File: config.mk
export PLATFORM = sky130hd
export DESIGN_NAME = spi_slave
export DESIGN_NICKNAME = d
export VERILOG_FILES = /design/src/rtl/spi_slave.sv
export SDC_FILE = /design/constraint.sdc
export NUM_CORES = 1
export LEC_CHECK = 0
export CAP_MARGIN = 20
export CORE_ASPECT_RATIO = 2
export CORE_MARGIN = 4
export CORE_UTILIZATION = 55
export CTS_BUF_LIST = sky130_fd_sc_hd__clkbuf_8
export CTS_CLUSTER_SIZE = 24
export DETAILED_ROUTE_END_ITERATION = 10
export PLACE_DENSITY = 0.93
export SETUP_SLACK_MARGIN = 0.15
export SYNTH_ARGS = -nofsm -noshare
export SYNTH_HDL_FRONTEND = slang
export SYNTH_SLANG_ARGS = --single-unit
File: constraint.sdc
create_clock -name clk -period 1.7 [get_ports clk]
set_input_delay 0.17 -clock clk [delete_from_list [all_inputs] [get_ports clk]]
set_output_delay 0.17 -clock clk [all_outputs]
set_load 0.05 [all_outputs]
File: src/rtl/spi_slave.sv
// SPI target endpoint: pins are synchronized into clk, words move through a
// one-entry TX holding register and a single-cycle RX strobe.
module spi_slave #(
  parameter int unsigned       DATA_W    = 8,
  parameter int unsigned       CPOL      = 0,
  parameter int unsigned       CPHA      = 0,
  parameter int unsigned       MSB_FIRST = 1,
  parameter logic [DATA_W-1:0] TX_FILL   = '1
) (
  input  logic              clk,
  input  logic              rstn,
  input  logic              sclk,
  input  logic              nss,
  input  logic              mosi,
  output logic              miso,
  output logic              miso_oe,
  input  logic [DATA_W-1:0] tx_data,
  input  logic              tx_valid,
  output logic              tx_ready,
  output logic [DATA_W-1:0] rx_data,
  output logic              rx_valid,
  output logic              tx_underrun,
  output logic              busy
);

  localparam int unsigned     CNT_W    = $clog2(DATA_W);
  localparam logic [CNT_W-1:0] LAST_BIT = CNT_W'(DATA_W - 1);
  localparam logic            IDLE_LVL = (CPOL != 0);

  typedef enum logic {IDLE, SHIFT} state_t;
  state_t state, state_nxt;

  logic sclk_s1, sclk_s2, sclk_s3;
  logic nss_s1, nss_s2, nss_s3;
  logic mosi_s1, mosi_s2;

  logic lead_edge, trail_edge, nss_fall, nss_rise;
  logic active, sample_en, shift_en, load;

  logic              hold_full;
  logic [DATA_W-1:0] hold_q, tx_sr, rx_sr, load_word, rx_next;
  logic [CNT_W-1:0]  bit_cnt;
  logic              word_done, miso_q;

  // sclk sync flops reset to the idle level so release never fakes an edge
  always_ff @(posedge clk or negedge rstn) begin
    if (!rstn) begin
      sclk_s1 <= IDLE_LVL;
      sclk_s2 <= IDLE_LVL;
      sclk_s3 <= IDLE_LVL;
      nss_s1  <= 1'b1;
      nss_s2  <= 1'b1;
      nss_s3  <= 1'b1;
      mosi_s1 <= 1'b0;
      mosi_s2 <= 1'b0;
    end else begin
      sclk_s1 <= sclk;
      sclk_s2 <= sclk_s1;
      sclk_s3 <= sclk_s2;
      nss_s1  <= nss;
      nss_s2  <= nss_s1;
      nss_s3  <= nss_s2;
      mosi_s1 <= mosi;
      mosi_s2 <= mosi_s1;
    end
  end

  always_ff @(posedge clk or negedge rstn) begin
    if (!rstn) state <= IDLE;
    else       state <= state_nxt;
  end

  always_comb begin
    lead_edge  = (sclk_s3 == IDLE_LVL) && (sclk_s2 != IDLE_LVL);
    trail_edge = (sclk_s3 != IDLE_LVL) && (sclk_s2 == IDLE_LVL);
    nss_fall   = nss_s3 && !nss_s2;
    nss_rise   = !nss_s3 && nss_s2;

    state_nxt = state;
    case (state)
      IDLE:    if (nss_fall) state_nxt = SHIFT;
      SHIFT:   if (nss_rise) state_nxt = IDLE;
      default: state_nxt = IDLE;
    endcase

    active    = (state == SHIFT) && !nss_s2;
    sample_en = active && ((CPHA != 0) ? trail_edge : lead_edge);
    shift_en  = active && ((CPHA != 0) ? lead_edge : trail_edge);

    load = 1'b0;
    if (CPHA != 0) load = shift_en && (bit_cnt == '0);
    else           load = ((state == IDLE) && nss_fall) || (shift_en && word_done);

    load_word = hold_full ? hold_q : TX_FILL;
    rx_next   = (MSB_FIRST != 0) ? {rx_sr[DATA_W-2:0], mosi_s2}
                                 : {mosi_s2, rx_sr[DATA_W-1:1]};
  end

  always_ff @(posedge clk or negedge rstn) begin
    if (!rstn) begin
      hold_full   <= 1'b0;
      hold_q      <= '0;
      tx_sr       <= '0;
      rx_sr       <= '0;
      bit_cnt     <= '0;
      word_done   <= 1'b0;
      miso_q      <= 1'b0;
      rx_data     <= '0;
      rx_valid    <= 1'b0;
      tx_underrun <= 1'b0;
    end else begin
      rx_valid    <= 1'b0;
      tx_underrun <= 1'b0;

      // load is ordered before the write so a same-cycle write survives for the next word
      if (load) begin
        hold_full   <= 1'b0;
        tx_underrun <= !hold_full;
      end
      if (tx_valid && !hold_full) begin
        hold_full <= 1'b1;
        hold_q    <= tx_data;
      end

      if (nss_rise) begin
        tx_sr     <= '0;
        rx_sr     <= '0;
        bit_cnt   <= '0;
        word_done <= 1'b0;
        miso_q    <= 1'b0;
      end else begin
        if (load) begin
          tx_sr     <= load_word;
          miso_q    <= (MSB_FIRST != 0) ? load_word[DATA_W-1] : load_word[0];
          word_done <= 1'b0;
        end else if (shift_en) begin
          tx_sr  <= (MSB_FIRST != 0) ? {tx_sr[DATA_W-2:0], 1'b0} : {1'b0, tx_sr[DATA_W-1:1]};
          miso_q <= (MSB_FIRST != 0) ? tx_sr[DATA_W-2] : tx_sr[1];
        end
        if (sample_en) begin
          rx_sr <= rx_next;
          if (bit_cnt == LAST_BIT) begin
            bit_cnt   <= '0;
            rx_data   <= rx_next;
            rx_valid  <= 1'b1;
            word_done <= 1'b1;
          end else begin
            bit_cnt <= bit_cnt + CNT_W'(1);
          end
        end
      end
    end
  end

  assign miso_oe  = !nss_s2;
  assign miso     = miso_q && miso_oe;
  assign tx_ready = !hold_full;
  assign busy     = (state == SHIFT);

endmodule
* Word level (Yosys, flattened, before mapping)
Index checks and enable logic that the tools add are counted.
Storage, ports and cells: bits in registers 47, input port bits 14, word-level logic and storage cells 69, output and inout bits 14
Cells by class: mux-type cells 25, equal/unequal tests 1, reduce and logical (&&, ||, !) cells 19, add/sub/neg operators 1, bitwise gates (word level) 4
Operators by type and width (count):
- 2-to-1 mux 7 bit | 5
- 2-to-1 mux 1 bit | 15
- logical AND 1 bit | 11
- 2-to-1 mux 3 bit | 3
- 2-to-1 mux 8 bit | 1
- NOT 1 bit | 4
- nonzero test 2 bit | 2
- adder 3 x 1 -> 3 bit, second input constant | 1
- equality test 3 bit, second input constant | 1
- logical NOT 1 bit | 3
- AND reduction 3 bit | 1
- nonzero test 3 bit | 1
- case mux 1 bit (2 select lines) | 1
- logical OR 1 bit | 1

* Logic depth before layout (Yosys ltp)
Gate-level depths: netlist of the first run.
word-level depth 9, depth in mapped cells 5, mapped depth without buffers 5

* Worst setup path after synthesis of the first run
OpenSTA, ideal clock, no wires.
path kind register to register, start register state (netlist: busy), end register rx_data[0], required time 1.575 ns, cell stages (with the launch flop) 4, arrival time 1.418 ns, path slack 0.157 ns, library setup time 0.125 ns, cells stage by stage dfrtp_1 -> and4bb_4 -> nand2_4 -> mux2_4
On the way: cells in the longest elaborated chain, start to end 3
Ends and longest elaborated chain:
- from (decl) | line 31 | state_t state, state_nxt;
- from (signal assigned) | line 70 | else state <= state_nxt;
- logical AND 1 bit | line 86 | active = (state == SHIFT) && !nss_s2;
- logical AND 1 bit | line 87 | sample_en = active && ((CPHA != 0) ? trail_edge : lead_edge);
- AND reduction 3 bit (no line)
- to (signal assigned) | line 144 | rx_data <= rx_next;
- to (decl) | line 20 | output logic [DATA_W-1:0] rx_data,
No other way between the ends. A chain may end at the register's enable or synchronous reset.

* Final worst setup path of the first run
start register state (netlist: busy), end register rx_data[2]
Same word-level chain as after synthesis.

==> run summary, run 1 <==
The class of the tightest hold or removal check is input pin to register. The number of setup buffers added after CTS is 0. The routed wire length is 3620 µm. The share of the core filled with cells is 0.685. The post-route minimum period is 1.48 ns.

sky130_fd_sc_hd__dfrtp_1 takes more of the synthesized area than any other cell. The data required time at the worst endpoint came out at 1.88 ns. The cell row count is 30. In this run the count of I/O pins placed on the die edge is 28.

The flow ran to the end, and the final reports show no timing, DRC or antenna violations. The first global-routing pass estimated 6560 µm of wire. For this run the aggregate overflow at the end of global routing stands at 0. The worst setup path is of the register to register kind. After detailed routing, no signal wire sits above met4.

The area share of the largest cell type after synthesis came out at 0.573. The final antenna-violating net count is 0. At the later pin of the worst-skew pair, clock insertion delay measures 0.29 ns.

During synthesis, Yosys emitted a total of 0 warnings. For the final database, setup skew stands at 0.00438 ns. The DRC violation count after routing is 0.

By area the synthesized netlist is led by sky130_fd_sc_hd__dfrtp_1, sky130_fd_sc_hd__mux2_4, sky130_fd_sc_hd__o21ai_0. The vertical die dimension came out at 91.6 µm. The clock sink total came out at 47. The count of maximum capacitance violations is 0. The initial core utilization came out at 0.569.

The final-layout fill cell count came out at 243. In this run, synthesis inferred 0 flip-flops with an integrated enable. The number of clock buffers inserted by TritonCTS is 5. The fraction of registers with async set or reset after synthesis is 1.00. The count of pins over their slew limit came out at 0. The floorplan step set the die width to 49.8 µm. The routed length on met2 is 1980 µm. For this run, the total global-route usage over all layers was measured as 0.188. The fraction of layout instances using a drive strength above 1 came out at 0.226. The relative slew slack is 0.655. The worst setup path is launched from a register. The number of synthesized register bits is 47. The initial antenna violation count is 0.

The synthesis-to-finish area growth came out at 20.5%. The root cell of the clock tree is sky130_fd_sc_hd__clkbuf_8. The number of detailed-routing iterations run before antenna repair is 4. The sequential element share of the synthesized area came out at 0.614. The number of nets in the finished design is 201. The most common cell after layout, fill and taps aside is sky130_fd_sc_hd__dfrtp_1. Setup repair after global routing could not meet its margin everywhere. For this design the ratio of total power to cell area is 1080 mW/mm². The top fanout value on the critical path came out at 21.

The number of global-route vias before repair was 1374. Leaving out fill and tap cells, the most frequent cells in the layout are sky130_fd_sc_hd__dfrtp_1, sky130_fd_sc_hd__nand2_1, sky130_fd_sc_hd__o21ai_0, sky130_fd_sc_hd__clkdlybuf4s50_1. IR analysis of the VDD net gives a maximum drop of 0.000774 V. The maximum root-to-sink buffer count is 2. The final HPWL from detailed placement is 2740 µm. The area of the core came out at 0.00338 mm². In this run the tool buffered the top-level ports with 27 buffer cells. The flip-flop cell with the highest count after synthesis is sky130_fd_sc_hd__dfrtp_1. The endpoint kind of the worst setup timing path is a register. The routed via count is 1282. In this run the cell area of the synthesized design comes to 0.00192 mm². The routed metal-1 wire length came out at 1420 µm. Yosys mapped the design onto 30 distinct sky130hd cell types. The final sum of negative setup slack is 0 ns.

The maximum number of pins on one net before global-route repair is 26. The leakage power total came out at 0.00113 µW. The area of the die is 0.00456 mm². Across all setup checks in the final design, the least slack found is 0.219 ns. The net count of the mapped netlist came out at 168. The data arrival time at the worst-slack endpoint is 1.66 ns.

Dividing the detail-routed wire length by the instance count gives 16.6 µm. The mean number of vias per cell is 5.88. The total met3 wirelength after detailed routing came out at 138 µm. The final hold violation count is 0. On the final layout, the worst hold slack is 0.289 ns. The upper clock frequency limit is 675 MHz. Setup violations remaining at the end of the flow were counted as 0. The synthesized instance count is 152. The setup slack after placement is 0.194 ns. TritonCTS built the clock tree. The repair_antennas step left the layout with diodes totalling 0. The number of DRC violations after detailed-routing iteration 0 is 28. The clock transition time at the flip-flop clock pins of the worst setup and hold paths is 0.07 ns. Dividing the final minimum period by the clock period gives 0.871. The clock tree synthesis step divided the H-tree into 2 levels. The congestion estimate from routability-driven global placement came to 0.855.

The mean cell area of the mapped netlist came out at 12.6 µm². The slew at the pin closest to its max-slew limit came out at 0.518 ns.
## worst paths after layout
| kind | depth (start not counted) | to | from | slack, ns |
|---|---|---|---|---|
| setup / recovery | 3 | rx_data[2] | busy | 0.22 |
| min in group asynchronous | 2 | rx_sr[0] | rstn | 0.38 |
| setup reg to reg | 3 | rx_data[2] | busy | 0.22 |
| max in group asynchronous | 3 | nss_s3 | rstn | 0.68 |
| hold reg to reg | 0 | mosi_s2 | mosi_s1 | 0.36 |
| hold / removal | 1 | nss_s1 | nss | 0.29 |
## cells in the mapped netlist, drive strengths merged, types with 3 or more instances
| cell | instances |
|---|---|
| a211oi | 6 |
| buf | 4 |
| clkbuf | 3 |
| dfrtp | 44 |
| dfstp | 3 |
| inv | 4 |
| mux2 | 16 |
| nand2 | 26 |
| o21ai | 21 |
| o2bb2ai | 6 |
## area by class of cell
type | count | area, µm² | area share
clock inverters | 3 | 12.5 | 0.00541
inverters | 4 | 15.0 | 0.00649
repair buffers | 33 | 302 | 0.130
flip-flops and latches | 47 | 1180 | 0.510
multi-input cells | 94 | 697 | 0.301
clock buffers | 5 | 68.8 | 0.0297
well taps | 32 | 40.0 | 0.0173
## state kept, by name, indices dropped and copies added (netlist names)
name / count
mosi_s2: 1
sclk_s3: 1
rx_valid: 1
mosi_s1: 1
nss_s1: 1
nss_s3: 1
sclk_s2: 1
busy: 1
hold_q: 8
rx_sr: 7
rx_data: 8
hold_full: 1
tx_underrun: 1
word_done: 1
sclk_s1: 1
tx_sr: 7
nss_s2: 1
bit_cnt: 3
miso_q: 1
## layer usage
metal | vias to the layer above | global-route usage
li1 | 600 | -
met5 | - | 0
met3 | 8 | 0.0493
met4 | 0 | 0.0808
met1 | 645 | 0.226
met2 | 29 | 0.312
## worst max-delay path: stages (launching register included)
cell and delay (ns):
sky130_fd_sc_hd__dfrtp_1 0.45, sky130_fd_sc_hd__and4bb_4 0.42, sky130_fd_sc_hd__nand2_4 0.17, sky130_fd_sc_hd__mux2_4 0.33
## where the power goes
group / internal, µW / switching [µW] / leakage (µW) / total, µW
clock network: 276 / 329 / 0.0000505 / 606
logic: 250 / 270 / 0.000469 / 520
registers: 1280 / 96.6 / 0.000605 / 1380
total: 1810 / 696 / 0.00113 / 2510
## through the flow
stage          std cells  cell area, µm²  power [µW]
3_5_place_dp         209            2220        1920
2_1_floorplan        152            1920        1720
5_1_grt              218            2310        2650
4_1_cts              218            2300        2530
3_3_place_gp         209            2220        1890
6_report             218            2310        2510
## logic make-up (layout without fill, tap and decap cells)
| logic type | Yosys count | in the layout | share of synthesized area |
|---|---|---|---|
| fa+ha+maj | 2 | 2 | 0.0130 |
| compound gates | 39 | 39 | 0.136 |
| flops | 47 | 47 | 0.614 |
| simple gates | 37 | 37 | 0.0997 |
| buf+inv | 11 | 45 | 0.0280 |
| mux | 16 | 16 | 0.109 |
## what timing repair did
item / CTS / global route
resized for setup: 9 / 2
pin swaps: 0 / 1
hold buffers: 1 / 0
endpoints found under the setup margin: 9 / 11
endpoints found under the hold margin: 21 / 0
(Power assumes the default switching activity.)
==> run 2, diff against run 1 <==
==> constraint.sdc (replaced) <==
create_clock -name clk -period 1.7 [get_ports clk]
set_input_delay 0.17 -clock clk [delete_from_list [all_inputs] [get_ports clk]]
set_output_delay 0.17 -clock clk [all_outputs]
set_load 0.01 [all_outputs]
==> run 2 against run 1 <==
- non-clock buffer count increased by 5
- global-route usage increased by 1.0 points
- core utilization increased by 2.7 points
- largest cell class unchanged
- register-to-register slack got worse by 0.02 ns
- critical path depth decreased by 2
- fmax decreased by 2.1%
- flip-flop and latch count unchanged
- via count increased by 2.0%
- wire length increased by 14%
==> run summary, run 2 (synthesis results as in run 1) <==
The area of the core is 0.00338 mm². The first-pass GRT wire length is 6820 µm. The cell internal power dissipation is 1810 µW. The flow ran to the end, and the final reports show no timing, DRC or antenna violations. Summed over all layers, the routed wires come to 4150 µm. The switching share of power is 0.278.

The CTS tree is built. The slew at the pin closest to its max-slew limit is 0.419 ns. The wire length per cell is 18.6 µm. The final HPWL from detailed placement came out at 2770 µm. The worst vdd rail ir drop came out at 0.000704 V. For this run, the top clock speed supported by timing is 661 MHz.

At the end of routability-driven placement, the weighted congestion stood at 0.868. The part of the total power dissipated in combinational logic came out at 0.186. The final global-route overflow total came out at 0. After detailed routing, the number of vias per cell comes to 5.87. The number of global-route vias before repair is 1362. The number of placed instances, taps included is 210.

The buffering stage count on the worst path with inverters included came out at 1. The clock sink total came out at 47. The I/O pin count came out at 28.

The count of pins over their slew limit came to 0. The cell row count came out at 30. The maximum number of pins on one net before global-route repair is 20.

The top fanout value on the critical path came out at 6. The routed via count came out at 1308. The top cell types in the final layout, fill and taps aside, are sky130_fd_sc_hd__dfrtp_1, sky130_fd_sc_hd__nand2_1, sky130_fd_sc_hd__clkdlybuf4s50_1, sky130_fd_sc_hd__o21ai_0, sky130_fd_sc_hd__buf_4.

STA classifies the critical path endpoint as a primary output. The final-layout fill cell count is 231. Setup repair after global routing could not meet its margin everywhere. For this design, the slowest cell found on the critical path is sky130_fd_sc_hd__clkdlybuf4s50_1. The DRC violation count after routing came out at 0. Headroom to the max-slew limit came out at 0.720. The most common cell after layout, fill and taps aside is sky130_fd_sc_hd__dfrtp_1. In the final layout, the registers with the most flip-flops are hold_q x8, rx_data x8. The worst hold margin came out at 0.272 ns. The worst clock skew came out at 0.0121 ns. The clock insertion delay at the later pin of the skew report is 0.31 ns. The setup violation total in the final timing report came out at 0. The startpoint-to-endpoint class of the critical path is register to primary output. The cell sitting at the root of the clock tree is a sky130_fd_sc_hd__clkbuf_8.

After clock tree synthesis, the clock-pin slew on the worst setup and hold paths is 0.08 ns. The tightest min-delay check is of the input pin to register type. The repair_antennas step left the layout with diodes totalling 0. The vertical die dimension came out at 91.6 µm. The number of detailed-routing iterations run before antenna repair is 4.

The post-route minimum period is 1.51 ns. The number of clock buffers inserted by TritonCTS is 5. At the worst endpoint, the arrival time is 1.34 ns. The maximum single-stage delay on the critical path is 0.57 ns. The worst setup path is launched from a register. The area of the die is 0.00456 mm². The synthesis-to-finish area growth is 25.2%. Power spread over the standard cell area amounts to 1040 mW/mm². The cell family with the largest share of critical-path delay is buffers and inverters. The fraction of layout instances using a drive strength above 1 came out at 0.241. The quantity of I/O buffers inserted on ports is 27.

The fraction of power consumed by sequential logic came out at 0.556. The final sum of negative setup slack came out at 0 ns. In this run the horizontal extent of the chip is 49.8 µm. The final antenna-violating net count is 0. The post-layout instance count excluding filler cells came out at 223. The initial antenna violation count is 0. Walking the worst path, the cells encountered are clkdlybuf4s50_1. The share of total power dissipated in the clock network is 0.259. The number of nets in the finished design is 206. The part of the cycle the worst path needs came out at 0.890.

The net switching power came out at 697 µW. The count of maximum capacitance violations came out at 0. Across every metal layer, demand over resource in global routing totals 0.199.

Data on the critical path is required at its endpoint by 1.53 ns. The final hold violation count was 0. The detailed router finished its first iteration with 56 violations. The maximum root-to-sink buffer count is 2.

The initial core utilization is 0.569. The level count of the clock H-tree came out at 2. The leakage power total is 0.00111 µW.
==> run 2: cell type report <==
class / count / area [µm²] / area share
Timing Repair Buffer: 38 / 350 / 0.146
Tap cell: 32 / 40.0 / 0.0166
Clock inverter: 3 / 16.3 / 0.00676
Inverter: 4 / 15.0 / 0.00624
Clock buffer: 5 / 68.8 / 0.0286
Sequential cell: 47 / 1180 / 0.491
Multi-Input combinational cell: 94 / 733 / 0.305
==> run 2: repair_timing <==
action,CTS,global route
buffers inserted,2,2
setup endpoints to repair,2,18
hold buffers,1,0
endpoints found under the hold margin,13,0
gates cloned,0,0
resized for setup,2,8
==> run 2: path summary, 6_finish.rpt <==
kind	startpoint	end	slack [ns]	cells after the start
worst max-delay path	busy	busy	0.19	1
min in group asynchronous	rstn	rx_data[0]	0.28	2
worst min-delay path	nss	nss_s1	0.27	1
worst min register to register	mosi_s1	mosi_s2	0.36	0
worst max register to register	busy	tx_sr[0]	0.20	5
max in group asynchronous	rstn	nss_s2	0.80	3
==> run 2: power groups by stage <==
stage / combinational (µW) / sequential [µW] / clock, µW
finish: 467 / 1400 / 649
global route: 517 / 1420 / 709
CTS: 456 / 1390 / 652
detailed placement: 448 / 1410 / 0
global placement: 425 / 1400 / 0
floorplan: 287 / 1370 / 0
==> run 2: routing by layer <==
| metal | GRT usage | part of all wire |
|---|---|---|
| met1 | 0.230 | 0.36 |
| met2 | 0.345 | 0.58 |
| met3 | 0.0476 | 0.036 |
| met4 | 0.0762 | 0.019 |
| met5 | 0 | 0 |
==> run 2: through the flow <==
step	setup WS, ns	instance area (µm²)	utilization	power (µW)
2_1_floorplan	0.283	1920	-	1660
6_report	0.187	2400	0.712	2510
5_1_grt	0.126	2400	0.712	2640
4_1_cts	0.151	2340	0.693	2500
3_5_place_dp	0.203	2230	0.661	1860
3_3_place_gp	0.250	2230	0.661	1830
==> run 3, diff against run 2 <==
--- a/config.mk
+++ b/config.mk
@@ -6,7 +6,7 @@
 export NUM_CORES = 1
 export LEC_CHECK = 0
 export CAP_MARGIN = 20
-export CORE_ASPECT_RATIO = 2
+export CORE_ASPECT_RATIO = 0.5
 export CORE_MARGIN = 4
 export CORE_UTILIZATION = 55
 export CTS_BUF_LIST = sky130_fd_sc_hd__clkbuf_8
==> run 3 against run 2 <==
- wire length shrank 15%
- first-iteration DRC count increased by 16%
- clock power up 28%
- fmax grew 0.55%
- worst hold slack improved by 0.017 ns
- critical path type is now register to register
==> run summary, run 3 (synthesis results as in run 1) <==
The total met3 wirelength after detailed routing came out at 189 µm. The number of global-route vias before repair is 1284. TritonCTS built the clock tree. The total power per unit cell area came out at 1110 mW/mm².

Of the cells placed in the final design, the portion with a size suffix greater than 1 is 0.218. The worst vdd rail ir drop is 0.000456 V. The tree is rooted in a sky130_fd_sc_hd__clkbuf_8. The setup slack after placement came out at 0.213 ns. For this block, the via count after detailed routing is 1231. The initial antenna violation count is 0. The buffering stage count on the worst path with inverters included came out at 2.

The kind of start point of the critical path is a register. The part of the cycle the worst path needs came out at 0.885. The post-route minimum period is 1.51 ns. The count of pins over their slew limit was 0.

The routed wire length is 3540 µm. The routed metal-1 wire length came out at 1610 µm. On the worst path, the slowest cell contributes a delay of 0.39 ns. The count of maximum capacitance violations came out at 0. The data arrival time at the worst-slack endpoint came out at 1.68 ns.

The wire length per cell is 15.0 µm. Summed over all cells, the static leakage comes to 0.00111 µW. The highest signal layer in the routed design is met4. The first global-routing pass estimated 6020 µm of wire.

The top fanout value on the critical path came out at 9. The floorplan step set the die width to 91.6 µm. The most common cell after layout, fill and taps aside is sky130_fd_sc_hd__dfrtp_1. The setup slack of the critical path after layout is 0.195 ns. For this design, the sink count on the clock tree is 47. Leaving out fill and tap cells, the most frequent cells in the layout are sky130_fd_sc_hd__dfrtp_1, sky130_fd_sc_hd__nand2_1, sky130_fd_sc_hd__clkdlybuf4s50_1, sky130_fd_sc_hd__o21ai_0.

The number of nets in the finished design came out at 203. Data on the critical path is required at its endpoint by 1.88 ns. From synthesis to final layout, the design area changed by 25.1%. The I/O pin count is 28. Setup repair after global routing could not meet its margin everywhere. The share of the core filled with cells is 0.758. The upper clock frequency limit came out at 664 MHz. At the end of routability-driven placement, the weighted congestion stood at 0.776. The area of the die is 0.00456 mm². The slowest cell on the critical path is sky130_fd_sc_hd__dfstp_2.

Traced cell by cell, the critical path runs through buf_4 > buf_4 > o21ai_2 > a21oi_4 > a22o_1. The largest registers in the layout are hold_q x8, rx_data x8. The min-delay analysis places its worst path in the category input pin to register.

The worst hold margin came out at 0.289 ns. For this configuration, the core starts out at a cell density of 0.606. The worst setup path is of the register to register kind. The pre-antenna-repair detailed-routing pass consisted of 4 iterations. The final global-route overflow total came out at 0.

In this design, the critical path's most frequently occurring cell is sky130_fd_sc_hd__buf_4. The worst setup path is captured at a register. The final-layout fill cell count is 204.

The clock transition time at the flip-flop clock pins of the worst setup and hold paths is 0.08 ns. At the pin with the least slew margin, the transition time is 0.391 ns. After detailed routing, the number of remaining DRC violations is 0.

The final hold violation count was 0. The cell row count came out at 14. The number of DRC violations after detailed-routing iteration 0 is 65.

The maximum root-to-sink buffer count came out at 2. The maximum number of pins on one net before global-route repair is 48. The clock reaches the later pin of the worst-skew pair after 0.29 ns. The final sum of negative setup slack came out at 0 ns.

The quantity of I/O buffers inserted on ports is 27. The routed length on met2 came out at 1710 µm. The run finished with clean final reports. The total track usage came out at 0.170. Setup violations remaining at the end of the flow were counted as 0. In this design, the largest share of critical-path delay is due to compound AO/OA/AOI/OAI gates. The area of the core is 0.00317 mm². The relative slew slack came out at 0.739.

The number of antenna diodes in the final layout is 0. The vertical die dimension is 49.8 µm. The clock tree synthesis step divided the H-tree into 2 levels. Using the TritonRoute via totals, the vias-per-cell ratio works out to 5.22. The final antenna-violating net count is 0. The final HPWL from detailed placement is 2490 µm. For the final database, setup skew stands at 0.00354 ns.

The number of clock buffers inserted by TritonCTS came out at 5.
==> run 3: final timing paths <==
path | startpoint | to | slack (ns) | cells after the start
max | nss_s2 | tx_sr[6] | 0.19 | 5
min | nss | nss_s1 | 0.29 | 1
max reg2reg | nss_s2 | tx_sr[6] | 0.19 | 5
min reg2reg | mosi_s1 | mosi_s2 | 0.36 | 0
max in group asynchronous | rstn | nss_s3 | 1.04 | 3
min in group asynchronous | rstn | bit_cnt[2] | 0.38 | 3
==> run 3: layer usage <==
metal	up-vias	GRT usage
met5	-	0
met4	0	0.0675
met1	597	0.220
met2	29	0.271
li1	600	-
met3	5	0.0517
==> run 3: power breakdown <==
part           switching (µW)  internal, µW
logic                     201           246
registers                 107          1280
clock network             355           476
total                     664          2010
==> run 3: worst reg2reg max path: stages (launching register included) <==
cell	delay, ns
sky130_fd_sc_hd__dfstp_2	0.39
sky130_fd_sc_hd__buf_4	0.13
sky130_fd_sc_hd__buf_4	0.16
sky130_fd_sc_hd__o21ai_2	0.35
sky130_fd_sc_hd__a21oi_4	0.10
sky130_fd_sc_hd__a22o_1	0.27
==> run 3: metrics by stage <==
step | total power, µW | area, µm² | cells
after floorplan | 1660 | 1920 | 152
after CTS | 2690 | 2400 | 236
final | 2670 | 2400 | 236
after global placement | 1830 | 2260 | 225
after detailed placement | 1860 | 2260 | 225
after global routing | 2810 | 2400 | 236
==> run 3: cell type report <==
cell class	instances	area [µm²]	share of cell area
Timing Repair Buffer	35	342	0.142
Inverter	4	15.0	0.00625
Sequential cell	47	1180	0.491
Multi-Input combinational cell	94	689	0.287
Tap cell	48	60.1	0.0250
Clock inverter	2	35.0	0.0146
Clock buffer	6	82.6	0.0344
==> run 3: repair_timing <==
item / in CTS / in global routing
setup buffers: 2 / 0
pin swaps: 0 / 0
gates resized for setup: 1 / 2
setup endpoints to repair: 2 / 6
hold endpoints to repair: 44 / 0
hold buffers: 1 / 0
